==> config.mk <==
export PLATFORM = sky130hd
export DESIGN_NAME = pc_fetch_redirect_flat
export DESIGN_NICKNAME = d
export VERILOG_FILES = /design/src/rtl/pc_fetch_redirect_pkg.sv /design/src/rtl/pc_fetch_redirect_if.sv /design/src/rtl/pc_fetch_redirect_buffer.sv /design/src/rtl/pc_fetch_redirect.sv /design/src/flat_wrapper.sv
export SDC_FILE = /design/constraint.sdc
export NUM_CORES = 1
export LEC_CHECK = 0
export CAP_MARGIN = 10
export CORE_MARGIN = 2
export CORE_UTILIZATION = 30
export CTS_BUF_LIST = sky130_fd_sc_hd__clkbuf_4
export CTS_CLUSTER_DIAMETER = 60
export CTS_CLUSTER_SIZE = 28
export DETAILED_ROUTE_END_ITERATION = 6
export MAX_ROUTING_LAYER = met4
export SYNTH_ARGS = -nofsm -noshare
export SYNTH_HDL_FRONTEND = slang
export SYNTH_SLANG_ARGS = --single-unit
==> constraint.sdc <==
create_clock -name clk -period 3.4 [get_ports clk]
set_input_delay 0.51 -clock clk [delete_from_list [all_inputs] [get_ports clk]]
set_output_delay 0.51 -clock clk [all_outputs]
set_load 0.03 [all_outputs]
==> src/rtl/pc_fetch_redirect_pkg.sv <==
// Shared types and constants for the IF-stage program counter and its redirect buffer.
package pc_pkg;

    localparam int PC_W = 32;
    localparam logic [PC_W-1:0] RESET_VECTOR_DEF = 32'h0000_0000;

    typedef enum logic [1:0] {
        SRC_NONE,
        SRC_BRANCH,
        SRC_JUMP,
        SRC_PEND
    } redirect_src_t;

    // Fetch addresses are word aligned, so the low two bits of any target are forced to zero.
    function automatic logic [PC_W-1:0] sanitise(input logic [PC_W-1:0] t);
        return {t[PC_W-1:2], 2'b00};
    endfunction

endpackage

==> src/rtl/pc_fetch_redirect_if.sv <==
// Fetch-stage bus: hazard/redirect requests in, PC and status out.
interface pc_fetch_redirect_if #(
    parameter int CNT_W = 16
);
    import pc_pkg::*;

    logic             stall;
    logic             jump_valid;
    logic [PC_W-1:0]  jump_target;
    logic             branch_valid;
    logic [PC_W-1:0]  branch_target;
    logic [PC_W-1:0]  pc;
    logic [PC_W-1:0]  pc_plus_four;
    logic [3:0]       upper_pc_plus_four;
    logic             flush;
    logic             misalign_err;
    logic [CNT_W-1:0] redirect_count;

    modport master (
        output stall, jump_valid, jump_target, branch_valid, branch_target,
        input  pc, pc_plus_four, upper_pc_plus_four, flush, misalign_err, redirect_count
    );

    modport slave (
        input  stall, jump_valid, jump_target, branch_valid, branch_target,
        output pc, pc_plus_four, upper_pc_plus_four, flush, misalign_err, redirect_count
    );

endinterface

==> src/rtl/pc_fetch_redirect_buffer.sv <==
// One-entry holding register for redirects that arrive while the PC is stalled.
module pc_redirect_buffer
    import pc_pkg::*;
(
    input  logic            clk,
    input  logic            reset,
    input  logic            stall,
    input  redirect_src_t   req_src,
    input  logic [PC_W-1:0] req_target,
    output logic            pend_valid,
    output logic [PC_W-1:0] pend_target
);

    redirect_src_t   pend_src;
    logic [PC_W-1:0] pend_target_q;
    logic            capture;

    // A branch always replaces what is held; a jump only fills an empty slot.
    always_comb begin
        capture = 1'b0;
        if (stall) begin
            if (req_src == SRC_BRANCH) begin
                capture = 1'b1;
            end else if (req_src == SRC_JUMP && pend_src == SRC_NONE) begin
                capture = 1'b1;
            end
        end
    end

    always_ff @(posedge clk or posedge reset) begin
        if (reset) begin
            pend_src      <= SRC_NONE;
            pend_target_q <= '0;
        end else if (!stall) begin
            pend_src      <= SRC_NONE;
            pend_target_q <= '0;
        end else if (capture) begin
            pend_src      <= req_src;
            pend_target_q <= req_target;
        end
    end

    assign pend_valid  = (pend_src != SRC_NONE);
    assign pend_target = pend_target_q;

endmodule

==> src/rtl/pc_fetch_redirect.sv <==
// IF-stage program counter: selects branch/jump/pending/sequential next PC and reports flush and errors.
module pc_fetch_redirect
    import pc_pkg::*;
#(
    parameter logic [PC_W-1:0] RESET_VECTOR = RESET_VECTOR_DEF,
    parameter int              CNT_W        = 16
) (
    input  logic                 clk,
    input  logic                 reset,
    pc_fetch_redirect_if.slave   bus
);

    redirect_src_t   sel_src;
    logic [PC_W-1:0] sel_raw;
    logic [PC_W-1:0] sel_target;
    logic [PC_W-1:0] pc_q;
    logic [PC_W-1:0] pc_next;
    logic [PC_W-1:0] pc_plus_four;
    logic            apply;
    logic            flush_q;
    logic            misalign_q;
    logic [CNT_W-1:0] count_q;
    logic            pend_valid;
    logic [PC_W-1:0] pend_target;

    // EX is older than ID, so a resolved branch outranks a jump in the same cycle.
    always_comb begin
        sel_src = SRC_NONE;
        sel_raw = '0;
        if (bus.branch_valid) begin
            sel_src = SRC_BRANCH;
            sel_raw = bus.branch_target;
        end else if (bus.jump_valid) begin
            sel_src = SRC_JUMP;
            sel_raw = bus.jump_target;
        end
    end

    assign sel_target   = sanitise(sel_raw);
    assign pc_plus_four = pc_q + 32'd4;

    pc_redirect_buffer u_buffer (
        .clk         (clk),
        .reset       (reset),
        .stall       (bus.stall),
        .req_src     (sel_src),
        .req_target  (sel_target),
        .pend_valid  (pend_valid),
        .pend_target (pend_target)
    );

    always_comb begin
        pc_next = pc_q;
        apply   = 1'b0;
        if (!bus.stall) begin
            if (sel_src != SRC_NONE) begin
                pc_next = sel_target;
                apply   = 1'b1;
            end else if (pend_valid) begin
                pc_next = pend_target;
                apply   = 1'b1;
            end else begin
                pc_next = pc_plus_four;
            end
        end
    end

    // Flush is registered so it lines up with the cycle the redirected PC is visible.
    always_ff @(posedge clk or posedge reset) begin
        if (reset) begin
            pc_q       <= RESET_VECTOR;
            flush_q    <= 1'b0;
            misalign_q <= 1'b0;
            count_q    <= '0;
        end else begin
            pc_q    <= pc_next;
            flush_q <= apply;
            if (sel_src != SRC_NONE && sel_raw[1:0] != 2'b00) begin
                misalign_q <= 1'b1;
            end
            if (apply && count_q != {CNT_W{1'b1}}) begin
                count_q <= count_q + 1'b1;
            end
        end
    end

    assign bus.pc                 = pc_q;
    assign bus.pc_plus_four       = pc_plus_four;
    assign bus.upper_pc_plus_four = pc_plus_four[31:28];
    assign bus.flush              = flush_q;
    assign bus.misalign_err       = misalign_q;
    assign bus.redirect_count     = count_q;

endmodule
==> src/flat_wrapper.sv <==
// flat-port wrapper written by rule: the top's interface ports become plain ports
module pc_fetch_redirect_flat import pc_pkg::*;
#(
    parameter logic [PC_W-1:0] RESET_VECTOR = RESET_VECTOR_DEF,
    parameter int              CNT_W        = 16
)
  (clk, reset, bus_stall, bus_jump_valid, bus_jump_target, bus_branch_valid, bus_branch_target, bus_pc, bus_pc_plus_four, bus_upper_pc_plus_four, bus_flush, bus_misalign_err, bus_redirect_count);
  pc_fetch_redirect_if #(.CNT_W(CNT_W)) bus_i ();
  input  logic clk;
  input  logic reset;
  input wire logic [$bits(bus_i.stall)-1:0] bus_stall;
  input wire logic [$bits(bus_i.jump_valid)-1:0] bus_jump_valid;
  input wire logic [$bits(bus_i.jump_target)-1:0] bus_jump_target;
  input wire logic [$bits(bus_i.branch_valid)-1:0] bus_branch_valid;
  input wire logic [$bits(bus_i.branch_target)-1:0] bus_branch_target;
  output wire logic [$bits(bus_i.pc)-1:0] bus_pc;
  output wire logic [$bits(bus_i.pc_plus_four)-1:0] bus_pc_plus_four;
  output wire logic [$bits(bus_i.upper_pc_plus_four)-1:0] bus_upper_pc_plus_four;
  output wire logic [$bits(bus_i.flush)-1:0] bus_flush;
  output wire logic [$bits(bus_i.misalign_err)-1:0] bus_misalign_err;
  output wire logic [$bits(bus_i.redirect_count)-1:0] bus_redirect_count;
  assign bus_i.stall = bus_stall;
  assign bus_i.jump_valid = bus_jump_valid;
  assign bus_i.jump_target = bus_jump_target;
  assign bus_i.branch_valid = bus_branch_valid;
  assign bus_i.branch_target = bus_branch_target;
  assign bus_pc = bus_i.pc;
  assign bus_pc_plus_four = bus_i.pc_plus_four;
  assign bus_upper_pc_plus_four = bus_i.upper_pc_plus_four;
  assign bus_flush = bus_i.flush;
  assign bus_misalign_err = bus_i.misalign_err;
  assign bus_redirect_count = bus_i.redirect_count;
  pc_fetch_redirect #(.RESET_VECTOR(RESET_VECTOR), .CNT_W(CNT_W)) u_core (.clk(clk), .reset(reset), .bus(bus_i));
endmodule
======== Yosys cells after proc, flatten, opt, wreduce, memory -nomap -nowiden ========
Cells that the tools add are included.
operators by class
  reduce and logical (&&, ||, !) cells .... 7
  add/subtract/negate cells ............... 2
  eq/ne operators ......................... 4
  muxes and demuxes ....................... 16
  $lt $le $gt $ge ......................... 0
  div/mod/pow operators ................... 0
  bitwise gates (word level) .............. 0
  shift-type cells ........................ 0
  $mul .................................... 0
operator list
  operator                 count
  $mux W32                 6
  $add A32 B3 Y32 const B  1
  $add A16 B1 Y16 const B  1
  $ne A16 B16 Y1 const B   1
  $mux W2                  4
  $mux W1                  6
  $reduce_bool A2 Y1       3
  $logic_and A1 B1 Y1      3
  $eq A2 B1 Y1 const B     1
  $eq A2 B2 Y1 const B     1
  $logic_not A2 Y1         1
  $ne A2 B1 Y1 const B     1
word-level totals
  flip-flop bits (word level) ............. 84
  latch bits .............................. 0
  output and inout bits ................... 86
  bits in writable memories ............... 0
  memory bits (read-only) ................. 0
  word-level logic and storage cells ...... 35
  memories ................................ 0

======== Depth between registers and ports, before layout ========
Gate-level depths: netlist of run 1.
  depth in word-level cells ............... 9
  depth in mapped cells ................... 8
  depth with buffers taken out ............ 6

======== By module ========
Synthesis of run 1 repeated with hierarchy kept, for this count alone.
unflattened totals
  cell total of the unflattened synthesis .. 565
  area, all modules ....................... 5226.3 um^2
modules (own cells, without submodules)
  module              instances  area each (um^2)  cells an instance  seq. area each (um^2)
  pc_fetch_redirect   1          3658.5            417                1251.2
  pc_redirect_buffer  1          1567.8            148                850.8

======== Least setup slack after synthesis of run 1 ========
Ideal clock, no wire load.
  path kind ............................... register to output
  start point ............................. register u_core.pc_q[2], in the netlist u_core.bus.pc[2]
  end point ............................... output port bus_upper_pc_plus_four[0]
  data required time ...................... 2.890 ns
  stages on the path, launching flop included .. 7
  arrival ................................. 2.673 ns
  setup slack ............................. 0.217 ns
  buffers on the path ..................... 1
  path through ............................ dfrtp_1 ha_1 nand3_1 nor4_1 nand3_1 xnor2_1 buf_4
on the way
  word-level cells in the longest chain between the ends .. 1
RTL lines
  what                      line                     source
  start: declaration        pc_fetch_redirect.sv:16  logic [PC_W-1:0] pc_q;
  start signal: assignment  pc_fetch_redirect.sv:76  pc_q <= pc_next;
  $add A32 B3 Y32           pc_fetch_redirect.sv:40  assign pc_plus_four = pc_q + 32'd4;
  end: declaration          flat_wrapper.sv:18       output wire logic [$bits(bus_i.upper_pc_plus_four)-1:0] bus_upper_pc_plus_four;
Every way passes these cells.

======== Worst setup path after layout of run 1 ========
  start point ............................. register u_core.pc_q[3], in the netlist u_core.bus.pc[3]
  end point ............................... output port bus_pc_plus_four[14]
on the way
  word-level cells in the longest chain between the ends .. 1
RTL lines
  what              line                     source
  $add A32 B3 Y32   pc_fetch_redirect.sv:40
  end: declaration  flat_wrapper.sv:17       output wire logic [$bits(bus_i.pc_plus_four)-1:0] bus_pc_plus_four;
Every way passes these cells.

==> results of run 1 <==
==> final timing paths <==
check / startpoint / to / slack, ns / cells after the start
worst max-delay path: u_core.bus.pc[3] / bus_pc_plus_four[14] / 0.17 / 6
worst max register to register: u_core.bus.pc[3] / u_core.bus.pc[30] / 1.08 / 8
max in group asynchronous: reset / u_core.bus.pc[2] / 2.42 / 3
worst min register to register: u_core.u_buffer.pend_target[18] / u_core.u_buffer.pend_target[18] / 0.49 / 2
worst min-delay path: reset / u_core.bus.misalign_err / 0.30 / 2
min in group clk: bus_stall / u_core.u_buffer.pend_target[22] / 0.48 / 3
==> cells in the final DEF, fill, tap and decap left out, drive strengths merged, types with 3 or more instances in the layout <==
master	n
dlymetal6s2s	8
a221o	3
mux2i	5
xnor2	29
a22o	3
clkdlybuf4s50	128
conb	4
o31ai	27
nand3	16
clkbuf	10
o221ai	5
o22ai	4
nand4	14
dlygate4sd2	5
and4	4
nor3	11
and3	9
o311a	3
o21a	4
dfrtp	80
nand2	60
xor2	13
inv	14
a22oi	27
or3	4
a31oi	10
o21ai	25
buf	28
nor4	8
nor2	40
a21oi	16
clkinv	3
==> repair_timing <==
action	in CTS	in global routing
setup endpoints to repair	9	11
resized for setup	6	12
pin swaps	1	0
setup buffers	1	0
==> registers in the layout, indices dropped and copies added, names as in the netlist <==
register	count
u_core.bus.pc	30
u_core.u_buffer.pend_target	30
u_core.bus.redirect_count	16
u_core.u_buffer.pend_src	2
u_core.bus.flush	1
u_core.bus.misalign_err	1
==> cell type report <==
| cell class | count | area, um2 |
|---|---|---|
| Antenna cell | 1 | 2.50 |
| Clock buffer | 10 | 75.1 |
| Clock inverter | 6 | 83.8 |
| Fill cell | 1509 | 8640 |
| Inverter | 15 | 57.6 |
| Multi-Input combinational cell | 377 | 2460 |
| Sequential cell | 80 | 2000 |
| Tap cell | 211 | 264 |
| Timing Repair Buffer | 169 | 1670 |
==> where the power goes <==
| part | leakage, nW | internal, mW | switching (mW) |
|---|---|---|---|
| combinational | 1.66 | 0.483 | 0.649 |
| clock | 0.0801 | 0.302 | 0.362 |
| sequential | 1.02 | 1.06 | 0.160 |
| total | 2.76 | 1.85 | 1.17 |
==> cell families after synthesis <==
family / synth area share
multiplexers: 0.0131
other: 0.000801
flip-flops: 0.427
adder cells (fa/ha/maj): 0.00534
AND/OR/NAND/NOR: 0.192
AO/OA/AOI/OAI: 0.223
XOR/XNOR: 0.0785
buffers and inverters: 0.0596
==> critical path: cells and delay by family, from the launching register on <==
family	cells	cell delay, ns
xor gates and xnor gates	1	0.20
adders and majority gates	1	0.23
DFF	1	0.46
buffers and inverters	2	0.95
and+or+nand+nor	2	0.42
==> through the flow <==
stage,setup WS (ns),power (mW)
floorplan,0.217,1.87
global placement,0.291,2.37
detailed placement,0.188,2.39
CTS,0.0424,3.05
global route,-0.00965,3.17
finish,0.171,3.02
==> routing by layer <==
layer  global-route usage  vias to the layer above  share of wire
li1                     -                     2159              -
met2                0.296                      183           0.47
met1                0.246                     2248           0.44
met5                    -                        -              0
met4               0.0684                        0          0.022
met3               0.0503                       26          0.068
==> impl_results.md, run 1 <==
* Die ar. at 16600 um2
* Count leader, synth: dfrtp_1
* Placer congestion estimate at 0.884
* Worst Setup Path Type: flip-flop to primary output
* Distinct cells, synth at 61
* H-tree lvl count at 3
* First-pass GRT wire length at 23900 um
* Starting Density at 0.307
* Sequential area share after synthesis at 0.427
* WP data arrival at 2.72 ns
* Cell count after synthesis at 511
* # setup viols final at 0
* Fin. Hold Viols at 0
* Drt pass-1 iters at 5
* Vias at 4616
* Avg WL per Cell at 18.1 um
* Synth area leader: dfrtp_1
* Worst-margin pin slew at 0.732 ns
* DP Area at 6400 um2
* CP max stage cell: clkdlybuf4s50_1
* Inserted Clock Buffers at 9
* Total Neg Setup Slack at 0 ns
* Finished Core Util at 0.433
* Final ANT Viol Nets at 0
* Final WL at 15700 um
* Vias in the first global route at 4361
* Outcome: finished clean
* CTS root buffer: clkbuf_4
* Initial antenna violation count at 1
* Num ports at 155
* Hold slack at 0.299 ns
* Largest net degree at the start of global routing at 63
* Prevailing post-synth register cell: dfrtp_1
* Skew final at 0.0182 ns
* Flops & latches, synth at 80
* Die height at 129 um
* Slowest Stage Delay on Critical Path at 0.73 ns
* Ys async rst share at 1.00
* Slew HR at 0.511
* Final Cycle Share at 0.950
* CP endpoint kind: primary output
* Leak at 2.76 nW
* Fmax at 0.310 GHz
* Worst-path clk slew at 0.14 ns
* Yosys warning total at 0
* Grt ovf at 0
* Placed Instances at 851
* Worst skew pair latency at 0.47 ns
* Vias per inst at 5.31
* Core area at 15300 um2
* Layout cells sized above 1 at 0.104
* Post-synthesis cell area at 4680 um2
* Syn avg cell area at 9.17 um2
* Post-DP HPWL at 11100 um
* Unrepaired setup endpoints after global routing: yes
* Maximum vdd drop at 0.187 mV
* Final nets at 723
* Row count at 45
* Gr usage total at 0.193
* Critical-path cell list: ha_1 > nand3_1 > buf_4 > nor3_1 > xnor2_1 > clkdlybuf4s50_1
* Hold/Removal Path Class: input pin to async pin
* Area Growth Syn to Fin at 41.2%
* Crit path time final at 3.23 ns
* TritonCTS clock tree: built
* Yosys top cell area share at 0.427
* Req. time, crit path at 2.89 ns
* Crit-path max FO at 6
* Post-synth EDFFs at 0
* Detailed Route Iter0 Violations at 343
* Top cells by count, synth: 80 x dfrtp_1, 60 x nand2_1, 40 x nor2_1
* DRC at 0
* Max-cap violations at 0
* Cell Count, Final, Fillers Out at 869
* Buffers on Ports at 150
* Finished layout cell area at 6610 um2
* Synth area leaders: dfrtp_1 43%, xnor2_1 5.4%, nand2_1 4.8%, a22oi_1 4.3%, o31ai_1 4.3%
* Startpoint types: flip-flop
* Chip Width at 129 um
* Fin. max-slew vios at 0
* PwrDens at 457 nW/um2
* CTS sink count at 80
* Clock buffer depth at 2
* Hold-fix buffers, CTS at 0
(Power assumes the default switching activity.)
==> run 2: changes to the inputs <==
--- a/config.mk
+++ b/config.mk
@@ -5,7 +5,6 @@
 export SDC_FILE = /design/constraint.sdc
 export NUM_CORES = 1
 export LEC_CHECK = 0
-export CAP_MARGIN = 10
 export CORE_MARGIN = 2
 export CORE_UTILIZATION = 30
 export CTS_BUF_LIST = sky130_fd_sc_hd__clkbuf_4
==> results of run 2 <==
The final DEF is identical to that of run 1; final timing and power are the same.
==> edit 1, RTL diff (config.mk and constraints of run 2) <==
`CNT_W` is set to 16 in 3 places; all go to 20.
--- a/src/rtl/pc_fetch_redirect_if.sv
+++ b/src/rtl/pc_fetch_redirect_if.sv
@@ -1,5 +1,5 @@
 // Fetch-stage bus: hazard/redirect requests in, PC and status out.
 interface pc_fetch_redirect_if #(
-    parameter int CNT_W = 16
+    parameter int CNT_W = 20
 );
     import pc_pkg::*;
--- a/src/rtl/pc_fetch_redirect.sv
+++ b/src/rtl/pc_fetch_redirect.sv
@@ -4,5 +4,5 @@
 #(
     parameter logic [PC_W-1:0] RESET_VECTOR = RESET_VECTOR_DEF,
-    parameter int              CNT_W        = 16
+    parameter int              CNT_W        = 20
 ) (
     input  logic                 clk,
--- a/src/flat_wrapper.sv
+++ b/src/flat_wrapper.sv
@@ -3,5 +3,5 @@
 #(
     parameter logic [PC_W-1:0] RESET_VECTOR = RESET_VECTOR_DEF,
-    parameter int              CNT_W        = 16
+    parameter int              CNT_W        = 20
 )
   (clk, reset, bus_stall, bus_jump_valid, bus_jump_target, bus_branch_valid, bus_branch_target, bus_pc, bus_pc_plus_four, bus_upper_pc_plus_four, bus_flush, bus_misalign_err, bus_redirect_count);
Ports: changed (resized bus_redirect_count); port bits go from 155 to 159. No check against the original RTL was run, so the function may have changed too.
==> edit 1 against run 2 <==
Power decreased by 2.5%; final area increased by 4.2%; clock skew increased by 7.4 ps; sequential cell count increased by 4; global-route usage decreased by 0.23 points; setup slack got worse by 27 ps; wire length increased by 3.6%; synthesized area increased by 6.5%; largest cell class unchanged; largest power group unchanged.
==> edit 1: results (changes against run 2) <==
metric;value;unit;change
seq_area_frac_synth;42.12;%;-0.62 points
nets;765;;+5.8%
cts_resized;19;;+13
vdd.ir_drop.worst;301.7;uV;+61%
crit_start;u_core.bus.pc[11]$_DFFE_PP0N_;;
drt_wl_total;16270;um;+3.6%
synth_common_cells;dfrtp_1 (84), nor2_1 (63), nand2_1 (37);;
regToRegEndpoint;u_core.bus.redirect_count[1]$_DFFE_PP0P_;;
wl_met3;1046;um;-2.0%
routed_via_density;5.247;;-1.2%
p_int;1.745;mW;-5.7%
dp.cells;901;;+5.9%
reg2regPathDepth;5;;-3
grt_pass1_vias;4866;;+12%
port_buffers;154;;+2.7%
dp_slack;258.1;ps;+70.42 ps
vias;4827;;+4.6%
antenna_found_initial;2;;+1
power_frac_comb;39.2;%;+1.7 points
grt_pass1_wl;25900;um;+8.5%
synth_area_per_cell;9.091;um^2;-0.83%
use_met1;23.41;%;-1.2 points
gp_congestion;0.8999;;+1.8%
status;completed;;
route.met2.wl;8033;um;+8.6%
r2r-start;u_core.bus.redirect_count[0]$_DFFE_PP0P_;;
fin_skew;25.57;ps;+7.394 ps
p_seq_share;42.9;%;+2.4 points
fin_hold_ws;390.7;ps;+92.11 ps
max_stage_delay;710;ps;-20 ps
use_met2;31.12;%;+1.5 points
p_leak;2.884;nW;+4.6%
edit 1: cell types whose count changed after synthesis, moves of 6 or more:
cell            run 2  this run
o31ai_1            27         1
nor2_1             40        63
a31o_2              0         6
a22o_1              3        28
nand4_1            10        18
nand2_1            60        37
nor2b_1             1         9
mux2i_1             5        12
edit 1: worst max-delay path by stage:
| stage | endpoint |
|---|---|
| final | bus_pc_plus_four[15] |
| after global routing | bus_pc_plus_four[31] |
| after CTS | bus_pc_plus_four[23] |
| after detailed placement | bus_pc_plus_four[23] |
| after global placement | bus_pc_plus_four[23] |
| after floorplan | bus_upper_pc_plus_four[0] |
edit 1: cell families after synthesis:
group | Yosys count
flops | 84
xor+xnor | 43
mux | 15
compound gates | 151
fa+ha+maj | 2
buf+inv | 60
other cells | 1
simple gates | 193
edit 1: layout make-up:
class,count,share of cell area [%]
flip-flops and latches,84,30.51
inverters,16,0.8899
clock inverters,6,0.5993
clock buffers,9,0.9807
multi-input cells,408,38.74
diodes,2,0.07265
well taps,220,3.996
repair buffers,175,24.21
==> edit 2, RTL diff (flow settings as in run 2) <==
Made on the original files. The 4 values of `redirect_src_t` get a one-hot encoding in 4 bits.
--- a/src/rtl/pc_fetch_redirect_pkg.sv
+++ b/src/rtl/pc_fetch_redirect_pkg.sv
@@ -5,9 +5,9 @@
     localparam logic [PC_W-1:0] RESET_VECTOR_DEF = 32'h0000_0000;
 
-    typedef enum logic [1:0] {
-        SRC_NONE,
-        SRC_BRANCH,
-        SRC_JUMP,
-        SRC_PEND
+    typedef enum logic [3:0] {
+        SRC_NONE   = 4'b0001,
+        SRC_BRANCH = 4'b0010,
+        SRC_JUMP   = 4'b0100,
+        SRC_PEND   = 4'b1000
     } redirect_src_t;
 
Check against the original RTL: same outputs for any inputs over 4 cycles, from zero or initial values and one cycle with reset high; so few cycles prove little.
==> edit 2 against run 2 <==
Synthesized cell count grew 7.0%; final cell count grew 3.9%; wire length grew 0.52%; clock skew grew 7.6 ps; sequential cell count grew 1; die area grew 2.9%; non-clock buffer count shrank 1; global-route usage shrank 0.30 points; setup slack lost 96 ps; power shrank 3.0%; synthesized area grew 3.0%; final area grew 0.62%; critical path type unchanged.
==> edit 2: results (changes against run 2) <==
metric;value;unit;change
yosys.area_share.xor_xnor;7.808;%;-0.045 points
dp_hpwl;11240;um;+1.3%
cts-root-buf;clkbuf_4;;
grt_pass1_vias;4275;;-2.0%
drt_wl_total;15790;um;+0.52%
grtUsageTotal;18.95;%;-0.30 points
worst_pin_slew;920.5;ps;+188.8 ps
vdd.ir_drop.worst;207.2;uV;+11%
yosys_warnings;0;;unchanged
use_met1;25.03;%;+0.42 points
worstPathArrival;2820;ps;+100 ps
r2r_setup_slack;1030;ps;-50 ps
route.met2.wl;7465;um;+0.93%
grt_pass1_wl;23930;um;+0.23%
grt_start_max_net_pins;50;;-21%
r2r-start;u_core.bus.pc[2]$_DFFE_PP0N_;;
worst_setup_hold_path_clk_slew;130;ps;
wl_met3;1116;um;+4.6%
status;completed;;
nets;753;;+4.1%
clockBufferDepth;2;;unchanged
hp-class;flop to flop;;
use_met3;2.972;%;-2.1 points
synth_compound_area_share;17.74;%;-4.6 points
port_buffers;150;;unchanged
synth_area_per_cell;8.818;um^2;-3.8%
dr.pass1.iters;7;;+2
cts.htree.levels;3;;unchanged
synthTopCellsByArea;dfrtp_1 (42%), nand2_1 (6.7%), o21ai_0 (5.4%);;
reg2regPathDepth;7;;-1
wl_per_cell;17.49;um;-3.3%
wl_met1;6908;um;+0.22%
initialDrtViolationCount;411;;+20%
slowest_stage;dfrtp_1;;
drive_gt1_share;9.329;%;-1.0 points
dp_slack;174.6;ps;-13.05 ps
seq_area_frac_synth;42.05;%;-0.69 points
placed_cell_area;6511;um^2;+1.7%
clock_sinks;81;;+1.3%
drv_cap;0;;unchanged
netSwitchingPower;1.200;mW;+2.4%
fin_skew;25.80;ps;+7.628 ps
dp.cells;883;;+3.8%
gp_congestion;0.8486;;-4.0%
synth_fa_ha_area_share;0.5188;%;-0.015 points
insertion_delay;480;ps;
fin_hold_ws;476.1;ps;+177.5 ps
ys_types;59;;-3.3%
synth_common_cells;nand2_1 (86), dfrtp_1 (80), o21ai_0 (52);;
p_leak;2.752;nW;-0.20%
synth_mux_area_share;3.243;%;+1.9 points
regToRegEndpoint;u_core.bus.pc[26]$_DFFE_PP0N_;;
use_met2;29.38;%;-0.19 points
routed_via_density;5.161;;-2.8%
max_stage_delay;450;ps;-280 ps
path_max_fanout;6;;unchanged
[edit 2: how the worst max path moves through the flow]
| stage | from | slack, ps | cells after the start | endpoint |
|---|---|---|---|---|
| after detailed placement | u_core.bus.pc[2]$_DFFE_PP0N_ | 170 | 6 | bus_pc_plus_four[30] |
| after global placement | u_core.bus.pc[2]$_DFFE_PP0N_ | 250 | 6 | bus_upper_pc_plus_four[2] |
| after global routing | u_core.bus.pc[2]$_DFFE_PP0N_ | -40 | 6 | bus_upper_pc_plus_four[2] |
| after CTS | u_core.bus.pc[4]$_DFFE_PP0N_ | 4 | 5 | bus_pc_plus_four[27] |
| final | u_core.bus.pc[2]$_DFFE_PP0N_ | 70 | 6 | bus_upper_pc_plus_four[2] |
| after floorplan | u_core.bus.pc[2]$_DFFE_PP0N_ | 430 | 6 | bus_upper_pc_plus_four[2] |
[edit 2: power by group through the flow]
stage | Combinational [mW] | Clock (mW) | Sequential [mW]
after CTS | 1.16 | 0.525 | 1.26
after global routing | 1.22 | 0.563 | 1.29
after detailed placement | 1.17 | 0 | 1.28
after global placement | 1.16 | 0 | 1.27
final | 1.15 | 0.511 | 1.27
after floorplan | 0.505 | 0 | 1.42
[edit 2: area by class of cell]
type	instances	area (um^2)
Sequential cell	81	2029
Timing Repair Buffer	168	1617
Clock inverter	4	21.27
Fill cell	1587	9173
Multi-Input combinational cell	414	2601
Tap cell	216	270.3
Clock buffer	11	82.58
Inverter	8	31.28
Antenna cell	1	2.502
[edit 2: what timing repair did]
item                                    CTS  global route
endpoints found under the hold margin     0             0
endpoints found under the setup margin   14            18
pin swaps                                 1             2
gates resized for setup                  14            22
buffers inserted                          2             2
[edit 2: critical path, delay by kind of cell (launching register included)]
kind	cells	cell delay, ps
xor+xnor	1	300
buf+inv	1	420
flops	1	450
fa+ha+maj	1	270
simple gates	3	900
